## src/rtl/regfile_debug_port_pkg.sv

```systemverilog
// regfile_debug_port_pkg: shared op/state encodings and register-file geometry
package regfile_debug_port_pkg;
   localparam int NUM_REGS = 32;
   localparam logic [4:0] IDX_LAST = 5'(NUM_REGS - 1);
   typedef enum logic [1:0] {
      OP_READ  = 2'b00,
      OP_WRITE = 2'b01,
      OP_DUMP  = 2'b10,
      OP_ILL   = 2'b11
   } op_t;
   typedef enum logic [2:0] {
      IDLE,
      HALT_WAIT,
      EXEC,
      RESP,
      DUMP_RD,
      DUMP_RESP
   } state_t;
endpackage

```

## src/rtl/regfile_debug_port_mux.sv

```systemverilog
// regfile_debug_port_mux: regfile write-port ownership mux, core vs debug
module regfile_debug_port_mux (
   input  logic        own,
   input  logic        dbg_we,
   input  logic [4:0]  dbg_rd,
   input  logic [31:0] dbg_wd,
   input  logic        core_we,
   input  logic [4:0]  core_rd,
   input  logic [31:0] core_wd,
   output logic        rf_we,
   output logic [4:0]  rf_rd,
   output logic [31:0] rf_wd
);
   // core writes arriving while debug owns the port are dropped
   always_comb begin
      rf_we = own ? dbg_we : core_we;
      rf_rd = own ? dbg_rd : core_rd;
      rf_wd = own ? dbg_wd : core_wd;
   end
endmodule

```

## src/rtl/regfile_debug_port.sv

```systemverilog
// regfile_debug_port: debug initiator that halts the core and reads, writes
// or dumps the RV32I register file over valid/ready command/response channels
module regfile_debug_port
   import regfile_debug_port_pkg::*;
#(
   parameter int HALT_TIMEOUT = 64
) (
   input  logic        clk,
   input  logic        rst,
   input  logic        cmd_valid,
   output logic        cmd_ready,
   input  logic [1:0]  cmd_op,
   input  logic [4:0]  cmd_addr,
   input  logic [31:0] cmd_wdata,
   output logic        rsp_valid,
   input  logic        rsp_ready,
   output logic [31:0] rsp_rdata,
   output logic        rsp_err,
   output logic        rsp_last,
   output logic        core_halt_req,
   input  logic        core_halted,
   input  logic        core_we,
   input  logic [4:0]  core_rd,
   input  logic [31:0] core_wd,
   output logic        rf_we,
   output logic [4:0]  rf_rd,
   output logic [31:0] rf_wd,
   output logic [4:0]  rf_rs,
   input  logic [31:0] rf_rdata
);
   localparam int CNT_W = $clog2(HALT_TIMEOUT + 1);
   state_t state, next;
   op_t op_q;
   logic [4:0] addr_q, idx;
   logic [31:0] wdata_q;
   logic [CNT_W-1:0] cnt;
   logic timeout, own, dbg_we;
   assign timeout = cnt == CNT_W'(HALT_TIMEOUT - 1);
   always_ff @(posedge clk) begin
      if (rst) state <= IDLE;
      else state <= next;
   end
   always_comb begin
      next = state;
      unique case (state)
         IDLE:      if (cmd_valid) next = (op_t'(cmd_op) == OP_ILL) ? RESP : HALT_WAIT;
         HALT_WAIT: if (core_halted) next = (op_q == OP_DUMP) ? DUMP_RD : EXEC;
                    else if (timeout) next = RESP;
         EXEC:      next = RESP;
         RESP:      if (rsp_ready) next = IDLE;
         DUMP_RD:   next = DUMP_RESP;
         DUMP_RESP: if (rsp_ready) next = (idx == IDX_LAST) ? IDLE : DUMP_RD;
         default:   next = IDLE;
      endcase
   end
   always_comb begin
      cmd_ready = !rst && state == IDLE;
      rsp_valid = state == RESP || state == DUMP_RESP;
      own = state == EXEC || state == DUMP_RD;
      dbg_we = state == EXEC && op_q == OP_WRITE && addr_q != 5'd0;
      rf_rs = (state == DUMP_RD) ? idx : addr_q;
   end
   // response registers, halt request, timeout counter and dump index
   always_ff @(posedge clk) begin
      if (rst) begin
         op_q <= OP_READ;
         addr_q <= '0;
         wdata_q <= '0;
         idx <= '0;
         cnt <= '0;
         core_halt_req <= 1'b0;
         rsp_rdata <= '0;
         rsp_err <= 1'b0;
         rsp_last <= 1'b0;
      end else begin
         unique case (state)
            IDLE: if (cmd_valid) begin
               op_q <= op_t'(cmd_op);
               addr_q <= cmd_addr;
               wdata_q <= cmd_wdata;
               cnt <= '0;
               if (op_t'(cmd_op) == OP_ILL) begin
                  rsp_rdata <= '0;
                  rsp_err <= 1'b1;
                  rsp_last <= 1'b1;
               end else core_halt_req <= 1'b1;
            end
            HALT_WAIT: if (core_halted) idx <= '0;
               else if (timeout) begin
                  core_halt_req <= 1'b0;
                  rsp_rdata <= '0;
                  rsp_err <= 1'b1;
                  rsp_last <= 1'b1;
               end else cnt <= cnt + CNT_W'(1);
            EXEC: begin
               rsp_rdata <= (op_q == OP_READ) ? rf_rdata : 32'd0;
               rsp_err <= 1'b0;
               rsp_last <= 1'b1;
            end
            RESP: if (rsp_ready) core_halt_req <= 1'b0;
            DUMP_RD: begin
               rsp_rdata <= rf_rdata;
               rsp_err <= 1'b0;
               rsp_last <= idx == IDX_LAST;
            end
            DUMP_RESP: if (rsp_ready) begin
               if (idx == IDX_LAST) core_halt_req <= 1'b0;
               else idx <= idx + 5'd1;
            end
            default: ;
         endcase
      end
   end
   regfile_debug_port_mux u_mux (
      .own     (own),
      .dbg_we  (dbg_we),
      .dbg_rd  (addr_q),
      .dbg_wd  (wdata_q),
      .core_we (core_we),
      .core_rd (core_rd),
      .core_wd (core_wd),
      .rf_we   (rf_we),
      .rf_rd   (rf_rd),
      .rf_wd   (rf_wd)
   );
endmodule
```

## config.mk

```make
export PLATFORM = sky130hd
export DESIGN_NAME = regfile_debug_port
export DESIGN_NICKNAME = d
export VERILOG_FILES = /design/src/rtl/regfile_debug_port_pkg.sv /design/src/rtl/regfile_debug_port_mux.sv /design/src/rtl/regfile_debug_port.sv
export SDC_FILE = /design/constraint.sdc
export NUM_CORES = 1
export LEC_CHECK = 0
export ABC_AREA = 1
export CELL_PAD_IN_SITES_DETAIL_PLACEMENT = 2
export CELL_PAD_IN_SITES_GLOBAL_PLACEMENT = 2
export CORE_MARGIN = 3
export CORE_UTILIZATION = 21
export CTS_CLUSTER_DIAMETER = 40
export CTS_CLUSTER_SIZE = 12
export DETAILED_ROUTE_END_ITERATION = 10
export PLACE_DENSITY = 0.92
export SYNTH_ARGS = -nofsm -noshare
export SYNTH_HDL_FRONTEND = slang
export SYNTH_HIERARCHICAL = 1
export SYNTH_SLANG_ARGS = --single-unit
```

## constraint.sdc

```tcl
create_clock -name clk -period 2.03 [get_ports clk]
set_input_delay 0.406 -clock clk [delete_from_list [all_inputs] [get_ports clk]]
set_output_delay 0.406 -clock clk [all_outputs]
set_load 0.01 [all_outputs]
```

==> summary.md, run 1 <==
| Metric | Value |
|---|---|
| Sum of negative setup slack | 0 ns |
| CP arrival | 1.58 ns |
| Pwr dens | 1376 nW/µm² |
| Total wire length | 19,180 µm |
| # diodes | 0 |
| Max transition margin | 41.81% |
| Clock Path Buffers | 2 |
| RSZ-0062 raised after global routing | yes |
| Final worst path period share | 97.85% |
| CTS tree | built |
| Worst Max-Slew Pin Slew | 0.8728 ns |
| Largest net degree at the start of global routing | 76 |
| Slew Viols, Final | 0 |
| ANT nets after route | 0 |
| IO Port Bufs | 193 |
| DRT Pass-1 Iters | 4 |
| Clk root buf | clkbuf_16 |
| Synth Flop Type | dfxtp_1 |
| Synth Warn # | 6 |
| FFs w/ async S/R, synth | 0% |
| Via count | 4,984 |
| Critical Path Sink Type | output pin |
| Row count | 51 |
| Startpoint types | flop |
| Leakage | 2.927 nW |
| Synth Area per Inst | 6.763 µm² |
| Netlist cell types | 28 |
| Clock H-tree levels | 3 |
| Die area | 21,930 µm² |
| Grt ovf | 0 |
| Max VDD drop | 557.2 µV |
| Final min period | 1.986 ns |
| Setup Crit Path Kind | reg2out |
| RePlAce Congestion | 0.8119 |
| Initial Util | 21.57% |
| Endpoints failing hold | 0 |
| Critical path data required time | 1.62 ns |
| Max-cap violations | 0 |
| Final Skew | 0.005661 ns |
| HP Class | reg2reg |
| Mapped Area | 4240 µm² |
| Post-synthesis instance total | 627 |
| Tot GR Track Use | 16.81% |
| Dpl hpwl | 14,010 µm |
| Final nets | 943 |
| Ports | 194 |
| First-pass GRT wire length | 29,500 µm |
| Status | finished clean |
| Worst-Skew Late Latency | 0.34 ns |
| EDFF count, synth | 0 |
| Area growth syn-to-layout | 65.54% |
| Clock buffer count from CTS | 9 |
| DR vias/cell | 4.547 |
| Seq/Total Area, Yosys | 42.02% |
| TritonCTS Sinks | 89 |
| Residual DRC | 0 |
| # hold bufs at CTS | 0 |
| Synthesized net count | 744 |
| Max FO, Critical Path | 6 |
| Final design utilization | 35.71% |
| FMAX | 503.4 MHz |
| Die height | 148.1 µm |
| Drt wl/cell | 17.50 µm |
| Initial drt markers | 157 |
| # setup viols final | 0 |
| Vias in the first global route | 5,396 |
| Core area | 19,650 µm² |
| Share of layout cells above drive strength 1 | 16.85% |
| Clock transition at path regs | 0.06 ns |
| Die W | 148.1 µm |
| Initial antenna violation count | 0 |
| Yosys reg bits | 89 |
[registers in the layout, summed over array words and instances (netlist names)]
name	flops
rsp_rdata	32
rsp_err	1
wdata_q	32
op_q	2
state	3
rsp_last	1
addr_q	5
idx	5
core_halt_req	1
cnt	7
[cells in the final DEF (no fill, tap or decap), drive strengths merged]
master	Yosys	final
o31ai	1	1
dfxtp	89	89
nand3	51	51
inv	29	29
nor3	3	3
buf	22	64
nor2	28	28
o21a	1	1
clkinvlp	0	1
clkbuf	15	23
nor4	1	1
xor2	1	1
nand2	270	270
o21ai	21	21
clkdlybuf4s15	0	1
ha	3	3
clkdlybuf4s50	0	146
nor3b	1	1
o21bai	1	1
dlygate4sd2	0	2
bufinv	0	4
nand4	2	2
a21oi	88	88
[stage by stage]
stage,hold slack [ns],cells,worst slack [ns],power [mW],cell area (µm²)
after floorplan,0.4400,627,0.1259,4.991,4240
after global placement,0.4421,1073,-0.2001,7.103,6528
after detailed placement,0.4528,1073,-0.2541,7.319,6528
after CTS,0.4612,1093,-0.1753,9.650,7056
after global routing,0.4697,1096,-0.03067,10.37,7019
final,0.4520,1096,0.04363,9.656,7019
[power by group]
group          internal (mW)  leakage [nW]  switching [mW]
Clock                   1.33         0.170           0.714
Combinational           2.23          2.03            2.91
Sequential              2.18         0.729           0.304
[metal layers]
| metal | GRT usage (%) | vias up | part of all wire [%] |
|---|---|---|---|
| met3 | 5.363 | 21 | 6.8 |
| met4 | 3.187 | 0 | 1.4 |
| li1 | - | 2408 | - |
| met5 | 0 | - | 0 |
| met1 | 19.66 | 2405 | 41 |
| met2 | 30.35 | 150 | 51 |
[logic make-up after synthesis]
logic type      Yosys count  synth area share, %
flops                    89                42.02
compound gates          112                14.16
xor+xnor                  1               0.2066
fa+ha+maj                 3               0.8853
buf+inv                  66                7.967
simple gates            356                34.76
[area by class of cell]
cell class              instances  area [µm²]
repair buffers                225        2175
clock buffers                  11       232.7
fillers                      2341       12630
clock inverters                 5       127.6
well taps                     265       331.6
multi-input cells             472        2250
inverters                      29       111.4
flip-flops and latches         89        1792
[cells in the mapped netlist (5+ instances only)]
| cell | count | share of area (%) |
|---|---|---|
| a21oi_1 | 86 | 10 |
| buf_2 | 9 | 1.1 |
| buf_4 | 5 | 0.89 |
| buf_6 | 8 | 2.1 |
| clkbuf_1 | 15 | 1.3 |
| dfxtp_1 | 89 | 42 |
| inv_1 | 26 | 2.3 |
| nand2_1 | 262 | 23 |
| nand2_2 | 5 | 0.74 |
| nand3_1 | 51 | 6.0 |
| nor2_1 | 26 | 2.3 |
| o21ai_0 | 20 | 2.4 |
[worst max-delay path, cell delays in order, from the launching register on]
cell	delay [ns]
dfxtp_4	0.37
nor2_4	0.15
nand2_4	0.10
nand2_8	0.09
buf_8	0.14
clkbuf_16	0.18
nand2_4	0.05
nand2_1	0.05
buf_2	0.12
[repair_timing]
action,CTS,global route
gates resized for setup,129,98
endpoints found under the setup margin,45,41
setup buffers,2,1
pin swaps,5,20
cloned,2,2
[path summary, 6_finish.rpt]
check / start / end / slack, ns / depth (start not counted)
min: rsp_err / rsp_err / 0.45 / 2
max: state[2] / rf_rd[2] / 0.04 / 8
min reg2reg: rsp_err / rsp_err / 0.45 / 2
max reg2reg: idx[0] / idx[2] / 0.22 / 12
(Power assumes the default switching activity.)
==> run 2, diff against run 1 <==
- CELL_PAD_IN_SITES_DETAIL_PLACEMENT: 2 -> 0
- CELL_PAD_IN_SITES_GLOBAL_PLACEMENT: 2 -> 1
- CORE_UTILIZATION: 21 -> 28
- PLACE_DENSITY: 0.92 -> unset
- PLACE_DENSITY_LB_ADDON: unset -> 0.1
==> run 2 against run 1 <==
- the flow now finishes with violations (setup timing)
- via count is 5.9% lower
- power shrank 5.8%
- cell area fell by 2.5%
- count of clock-buffer cells in the layout rose by 2
- critical path type unchanged
==> summary.md, run 2 (synthesized netlist as in run 1, its figures left out) <==
| Metric | Value |
|---|---|
| Initial drt markers | 205 (was 157) |
| Worst path max stage delay | 0.36 ns (was 0.37 ns) |
| Seq. cell area | 1788 µm² (was 1792 µm²) |
| Area growth syn-to-layout | 61.32% (was 65.54%) |
| Die area | 16,660 µm² (was 21,930 µm²) |
| Worst setup slack after layout | -0.09164 ns (was 0.04363 ns) |
| # setup viols final | 31 (was 0) |
| Clock H-tree levels | 3 (unchanged) |
| Ports | 194 (unchanged) |
| FMAX | 471.3 MHz (was 503.4 MHz) |
| Biggest regs | rsp_rdata: 32 flops, wdata_q: 32 flops, cnt: 7 flops (unchanged) |
| CP max stage cell | dfxtp_4 (unchanged) |
| Commonest cells after routing, fill and taps aside | 251 x nand2_1, 147 x clkdlybuf4s50_1, 86 x a21oi_1, 86 x dfxtp_1, 51 x nand3_1 (was 239 x nand2_1, 146 x clkdlybuf4s50_1, 86 x a21oi_1, 83 x dfxtp_1, 51 x nand3_1) |
| # diodes | 0 (unchanged) |
| Clk root buf | clkbuf_16 (unchanged) |
| Tot GR Track Use | 17.90% (was 16.81%) |
| Violated checks | setup timing |
| Initial Util | 28.85% (was 21.57%) |
| Reg2reg setup slack | 0.27 ns (was 0.22 ns) |
| Max-cap violations | 0 (unchanged) |
| Row count | 44 (was 51) |
| Total wire length | 15,110 µm (was 19,180 µm) |
| CP Cell Sequence | buf_6, nor2_4, nand2_2, nand2_4, buf_12, buf_8, buf_8, buf_6, nand2_2, nand2_1, buf_2 (was nor2_4, nand2_4, nand2_8, buf_8, clkbuf_16, nand2_4, nand2_1, buf_2) |
| CTS tree | built (unchanged) |
| Critical Path Sink Type | output pin (unchanged) |
| Clock buffer count from CTS | 9 (unchanged) |
| CP arrival | 1.72 ns (was 1.58 ns) |
| DRT Pass-1 Iters | 5 (was 4) |
| Pre-CTS setup slack | -0.04045 ns (was -0.2541 ns) |
| Grt ovf | 0 (unchanged) |
| Worst Max-Slew Pin Slew | 0.5949 ns (was 0.8728 ns) |
| Residual DRC | 0 (unchanged) |
| Core area | 14,700 µm² (was 19,650 µm²) |
| CP bufs+invs | 6 (was 3) |
| Critical path data required time | 1.62 ns (about the same) |
| ANT nets after route | 0 (unchanged) |
| Max VDD drop | 685.4 µV (was 557.2 µV) |
| Commonest non-fill, non-tap cell in the layout | nand2_1 (unchanged) |
| TritonCTS Sinks | 89 (unchanged) |
| Delay-heaviest family, CP | buffers and inverters (unchanged) |
| Pwr dens | 1330 nW/µm² (was 1376 nW/µm²) |
| Via count | 4,688 (was 4,984) |
| Dpl hpwl | 10,700 µm (was 14,010 µm) |
| Max transition margin | 60.34% (was 41.81%) |
| Final Skew | 0.007626 ns (was 0.005661 ns) |
| HP Class | reg2reg (unchanged) |
| RSZ-0062 raised after global routing | yes (unchanged) |
| Multi-input logic area | 2182 µm² (was 2250 µm²) |
| DR vias/cell | 4.578 (was 4.547) |
| Die W | 129.1 µm (was 148.1 µm) |
| Status | finished with violations (was finished clean) |
| Sum of negative setup slack | -1.088 ns (was 0 ns) |
| # fillers | 1,530 (was 2,341) |
| Drt wl/cell | 14.76 µm (was 17.50 µm) |
| IO Port Bufs | 193 (unchanged) |
| Largest net degree at the start of global routing | 56 (was 76) |
| Leakage | 2.887 nW (was 2.927 nW) |
| Share of layout cells above drive strength 1 | 16.43% (was 16.85%) |
| Vias in the first global route | 4,682 (was 5,396) |
| RePlAce Congestion | 0.8422 (was 0.8119) |
| Die height | 129.1 µm (was 148.1 µm) |
| Endpoints failing hold | 0 (unchanged) |
| Startpoint types | flop (unchanged) |
| Final nets | 952 (was 943) |
| Worst-Skew Late Latency | 0.35 ns (was 0.34 ns) |
| First-pass GRT wire length | 23,760 µm (was 29,500 µm) |
| Max FO, Critical Path | 7 (was 6) |
| Final design utilization | 46.54% (was 35.71%) |
| Clock Path Buffers | 2 (unchanged) |
| Slew Viols, Final | 0 (unchanged) |
| Final min period | 2.122 ns (was 1.986 ns) |
| Clock transition at path regs | 0.06 ns (about the same) |
| Initial antenna violation count | 0 (unchanged) |
| Final worst path period share | 104.5% (was 97.85%) |
| Setup Crit Path Kind | reg2out (unchanged) |
==> run 2: changes by cell type in the layout (fill, tap and decap cells not counted), moves of 3 or more <==
cell       delta
dfxtp_1       +3
buf_4        +10
o21ai_0       -3
buf_12        -4
dfxtp_2       -3
nand2_4       -4
clkbuf_2     -10
clkbuf_8      +4
nand2_1      +12
bufinv_16     -3
nand2_2       -7
buf_2        +12
==> run 2: what timing repair did <==
item,4_1_cts,5_1_grt
gates cloned,3,2
pin swaps,5,6
setup endpoints to repair,45,43
gates resized for setup,199,29
hold buffers,0,0
setup buffers,8,2
endpoints found under the hold margin,0,0
==> run 2: final timing paths <==
path              startpoint         to  depth (start not counted)
hold reg to reg     rsp_last   rsp_last                          2
hold / removal      rsp_last   rsp_last                          2
setup / recovery    state[0]  rf_wd[23]                         11
setup reg to reg      idx[1]     idx[0]                         11
==> run 2: through the flow <==
step	instance area (µm²)	power [mW]	hold slack, ns	cells
final	6840	9.098	0.4575	1024
after global routing	6840	9.787	0.4782	1024
after CTS	6853	9.096	0.4619	1022
after detailed placement	6391	6.905	0.4511	995
after floorplan	4240	4.991	0.4400	627
after global placement	6391	6.873	0.4441	995
==> run 2: final cells by class <==
type                       count  share of cell area, %
timing repair buffer         234                  32.19
multi-input combinational    472                  31.90
sequential                    89                  26.14
clock buffer                  13                  4.097
tap                          184                  3.366
inverter                      29                  1.628
clock inverter                 3                 0.6768
==> run 2: where the power goes <==
| part | total (mW) | internal, mW | leakage [nW] | switching [mW] |
|---|---|---|---|---|
| sequential | 2.43 | 2.17 | 0.728 | 0.254 |
| clock | 1.79 | 1.09 | 0.158 | 0.701 |
| combinational | 4.88 | 2.21 | 2.00 | 2.67 |
==> run 2: layer usage <==
| metal | share of wire [%] | GRT usage, % | up-vias |
|---|---|---|---|
| met1 | 43 | 21.33 | 2085 |
| met2 | 48 | 30.46 | 159 |
| met5 | 0 | 0 | - |
| met3 | 7.8 | 5.565 | 15 |
| li1 | - | - | 2429 |
| met4 | 1.4 | 6.362 | 0 |
==> run 2: tightest hold or removal path, cell delays in order (launching register included) <==
cell and delay (ns):
dfxtp_1 0.31, inv_1 0.05, a21oi_1 0.05
==> run 3, diff against run 2 <==
- CORE_UTILIZATION: 28 -> 29
- CTS_BUF_LIST: unset -> sky130_fd_sc_hd__clkbuf_2 sky130_fd_sc_hd__clkbuf_4 sky130_fd_sc_hd__clkbuf_8
- SETUP_SLACK_MARGIN: unset -> 0.05
- SKIP_CTS_REPAIR_TIMING: unset -> 1
==> run 3 against run 2 <==
- the run now ends clean
- power fell by 6.8%
- cell area is 2.6% lower
- wire length shrank 1.9%
- first-iteration DRC count rose by 17%
- sequential share of layout area up 0.73 points
- global-route usage decreased by 0.53 points
- core utilization is 0.73 points higher
==> summary.md, run 3 (synthesized netlist as in run 1, its figures left out) <==
| Metric | Value |
|---|---|
| Max transition margin | 45.03% (was 60.34%) |
| Die W | 126.9 µm (was 129.1 µm) |
| CTS tree | built (unchanged) |
| Slew Viols, Final | 0 (unchanged) |
| Setup Crit Path Kind | reg2out (unchanged) |
| Largest net degree at the start of global routing | 76 (was 56) |
| Drt wl/cell | 14.66 µm (was 14.76 µm) |
| Sw frac | 41.09% (was 39.88%) |
| Worst Hold End | rsp_last (unchanged) |
| Max-cap violations | 0 (unchanged) |
| Commonest non-fill, non-tap cell in the layout | nand2_1 (unchanged) |
| Worst-Skew Late Latency | 0.37 ns (was 0.35 ns) |
| CP arrival | 1.61 ns (was 1.72 ns) |
| Hold path startpoint | rsp_last (unchanged) |
| ANT nets after route | 0 (unchanged) |
| Worst Max-Slew Pin Slew | 0.8246 ns (was 0.5949 ns) |
| Critical Path Sink Type | output pin (unchanged) |
| Commonest cells after routing, fill and taps aside | 260 x nand2_1, 147 x clkdlybuf4s50_1, 86 x a21oi_1, 86 x dfxtp_1, 51 x nand3_1 (was 251 x nand2_1, 147 x clkdlybuf4s50_1, 86 x a21oi_1, 86 x dfxtp_1, 51 x nand3_1) |
| DR vias/cell | 4.597 (was 4.578) |
| Combinational Power Share | 53.6% (about the same) |
| Worst r2r dst | wdata_q[22] (was idx[0]) |
| # diodes | 0 (unchanged) |
| RSZ-0062 raised after global routing | yes (unchanged) |
| # fillers | 1,462 (was 1,530) |
| Critical path data required time | 1.62 ns (about the same) |
| Share of layout cells above drive strength 1 | 13.46% (was 16.43%) |
| Clock Path Buffers | 2 (unchanged) |
| Reg2reg setup slack | 0.23 ns (was 0.27 ns) |
| Grt ovf | 0 (unchanged) |
| Worst setup slack after layout | 0.01595 ns (was -0.09164 ns) |
| Area growth syn-to-layout | 57.13% (was 61.32%) |
| Final Skew | 0.01072 ns (was 0.007626 ns) |
| Multi-input logic area | 2167 µm² (was 2182 µm²) |
| Total power | 8.475 mW (was 9.098 mW) |
| Die area | 16,110 µm² (was 16,660 µm²) |
| P_sw | 3.482 mW (was 3.628 mW) |
| Sum of negative setup slack | 0 ns (was -1.088 ns) |
| Initial antenna violation count | 0 (unchanged) |
| Seq. cell area | 1790 µm² (was 1788 µm²) |
| Residual DRC | 0 (unchanged) |
| Max FO, Critical Path | 12 (was 7) |
| CP max stage cell | dfxtp_4 (unchanged) |
| Post-route cell area | 6663 µm² (was 6840 µm²) |
| Clock network power share | 17.7% (was 19.7%) |
| Clk root buf | clkbuf_8 (was clkbuf_16) |
| Clock transition at path regs | 0.09 ns (was 0.06 ns) |
| Pre-CTS setup slack | -0.07628 ns (was -0.04045 ns) |
| Launching point of the worst reg2reg path | state[2] (was idx[1]) |
| Row count | 43 (was 44) |
| Die height | 126.9 µm (was 129.1 µm) |
| First-pass GRT wire length | 22,560 µm (was 23,760 µm) |
| RePlAce Congestion | 0.8416 (was 0.8422) |
| Dpl hpwl | 10,490 µm (was 10,700 µm) |
| HP Class | reg2reg (unchanged) |
| Startpoint types | flop (unchanged) |
| Worst path max stage delay | 0.37 ns (was 0.36 ns) |
| Core area | 14,100 µm² (was 14,700 µm²) |
| DRT Pass-1 Iters | 4 (was 5) |
| Final Non-Filler Cells | 1,012 (was 1,024) |
| Placed cell count | 990 (was 995) |
| Endpoints failing hold | 0 (unchanged) |
| Min Hold Slack | 0.4551 ns (was 0.4575 ns) |
| Status | finished clean (was finished with violations) |
| Sequential power share | 28.7% (was 26.7%) |
| Clock H-tree levels | 3 (unchanged) |
| Hold Crit Depth | 2 (unchanged) |
| Final min period | 2.014 ns (was 2.122 ns) |
| Dpl cell area | 6391 µm² (unchanged) |
| Final nets | 944 (was 952) |
| Biggest regs | rsp_rdata: 32 flops, wdata_q: 32 flops, cnt: 7 flops (unchanged) |
| Initial Util | 30.08% (was 28.85%) |
| Tot GR Track Use | 17.37% (was 17.90%) |
| CP Cell Sequence | buf_4, nand2_4, nand2_8, buf_4, clkbuf_16, nand2_1, nand2_1, clkbuf_2 (was buf_6, nor2_4, nand2_2, nand2_4, buf_12, buf_8, buf_8, buf_6, nand2_2, nand2_1, buf_2) |
| Leakage | 2.874 nW (was 2.887 nW) |
| Internal power | 4.993 mW (was 5.469 mW) |
| TritonCTS Sinks | 89 (unchanged) |
| Clock buffer count from CTS | 9 (unchanged) |
| Max VDD drop | 558.7 µV (was 685.4 µV) |
| Pwr dens | 1272 nW/µm² (was 1330 nW/µm²) |
| Via count | 4,652 (was 4,688) |
| R2r worst-path depth | 9 (was 11) |
| Ports | 194 (unchanged) |
| Initial drt markers | 239 (was 205) |
| Final design utilization | 47.27% (was 46.54%) |
| FMAX | 496.5 MHz (was 471.3 MHz) |
| Total wire length | 14,830 µm (was 15,110 µm) |
| # setup viols final | 0 (was 31) |
| IO Port Bufs | 193 (unchanged) |
| Final worst path period share | 99.21% (was 104.5%) |
| Vias in the first global route | 4,407 (was 4,682) |
==> run 3: worst max-delay path, delay by kind of cell, from the launching register on <==
family | cells | cell delay (ns)
AND/OR/NAND/NOR | 4 | 0.32
buffers and inverters | 4 | 0.57
flip-flops | 1 | 0.37
==> run 3: area by class of cell <==
cell class              count  share of cell area [%]
well taps                 180                   3.380
multi-input cells         472                   32.53
repair buffers            226                   31.77
flip-flops and latches     89                   26.87
inverters                  29                   1.746
clock buffers              10                   1.972
clock inverters             6                   1.728
==> run 3: worst max-delay path by stage <==
| stage | depth (start not counted) | from | to | slack, ns |
|---|---|---|---|---|
| 6_report | 8 | state[1] | rf_wd[11] | 0.02 |
| 5_1_grt | 8 | state[2] | rf_rd[0] | -0.1 |
| 4_1_cts | 7 | state[0] | rf_rd[0] | -0.49 |
| 3_5_place_dp | 7 | state[0] | rf_rd[0] | -0.08 |
| 3_3_place_gp | 7 | state[0] | rf_rd[1] | -0.01 |
| 2_1_floorplan | 9 | state[0] | rf_wd[10] | 0.13 |
==> run 3: power by group through the flow <==
stage                     Clock [mW]  Combinational [mW]  Sequential (mW)
after floorplan                    0                2.49             2.50
after global placement             0                4.46             2.42
after detailed placement           0                4.48             2.44
after CTS                       1.55                4.50             2.40
after global routing            1.64                5.06             2.48
final                           1.50                4.55             2.43
==> run 3: metal layers <==
layer | part of all wire, % | wire [µm] | track usage, %
met4 | 1.4 | 208 | 5.426
met5 | 0 | 0 | 0
met1 | 43 | 6368 | 21.44
met2 | 48 | 7176 | 29.48
met3 | 7.3 | 1080 | 4.716
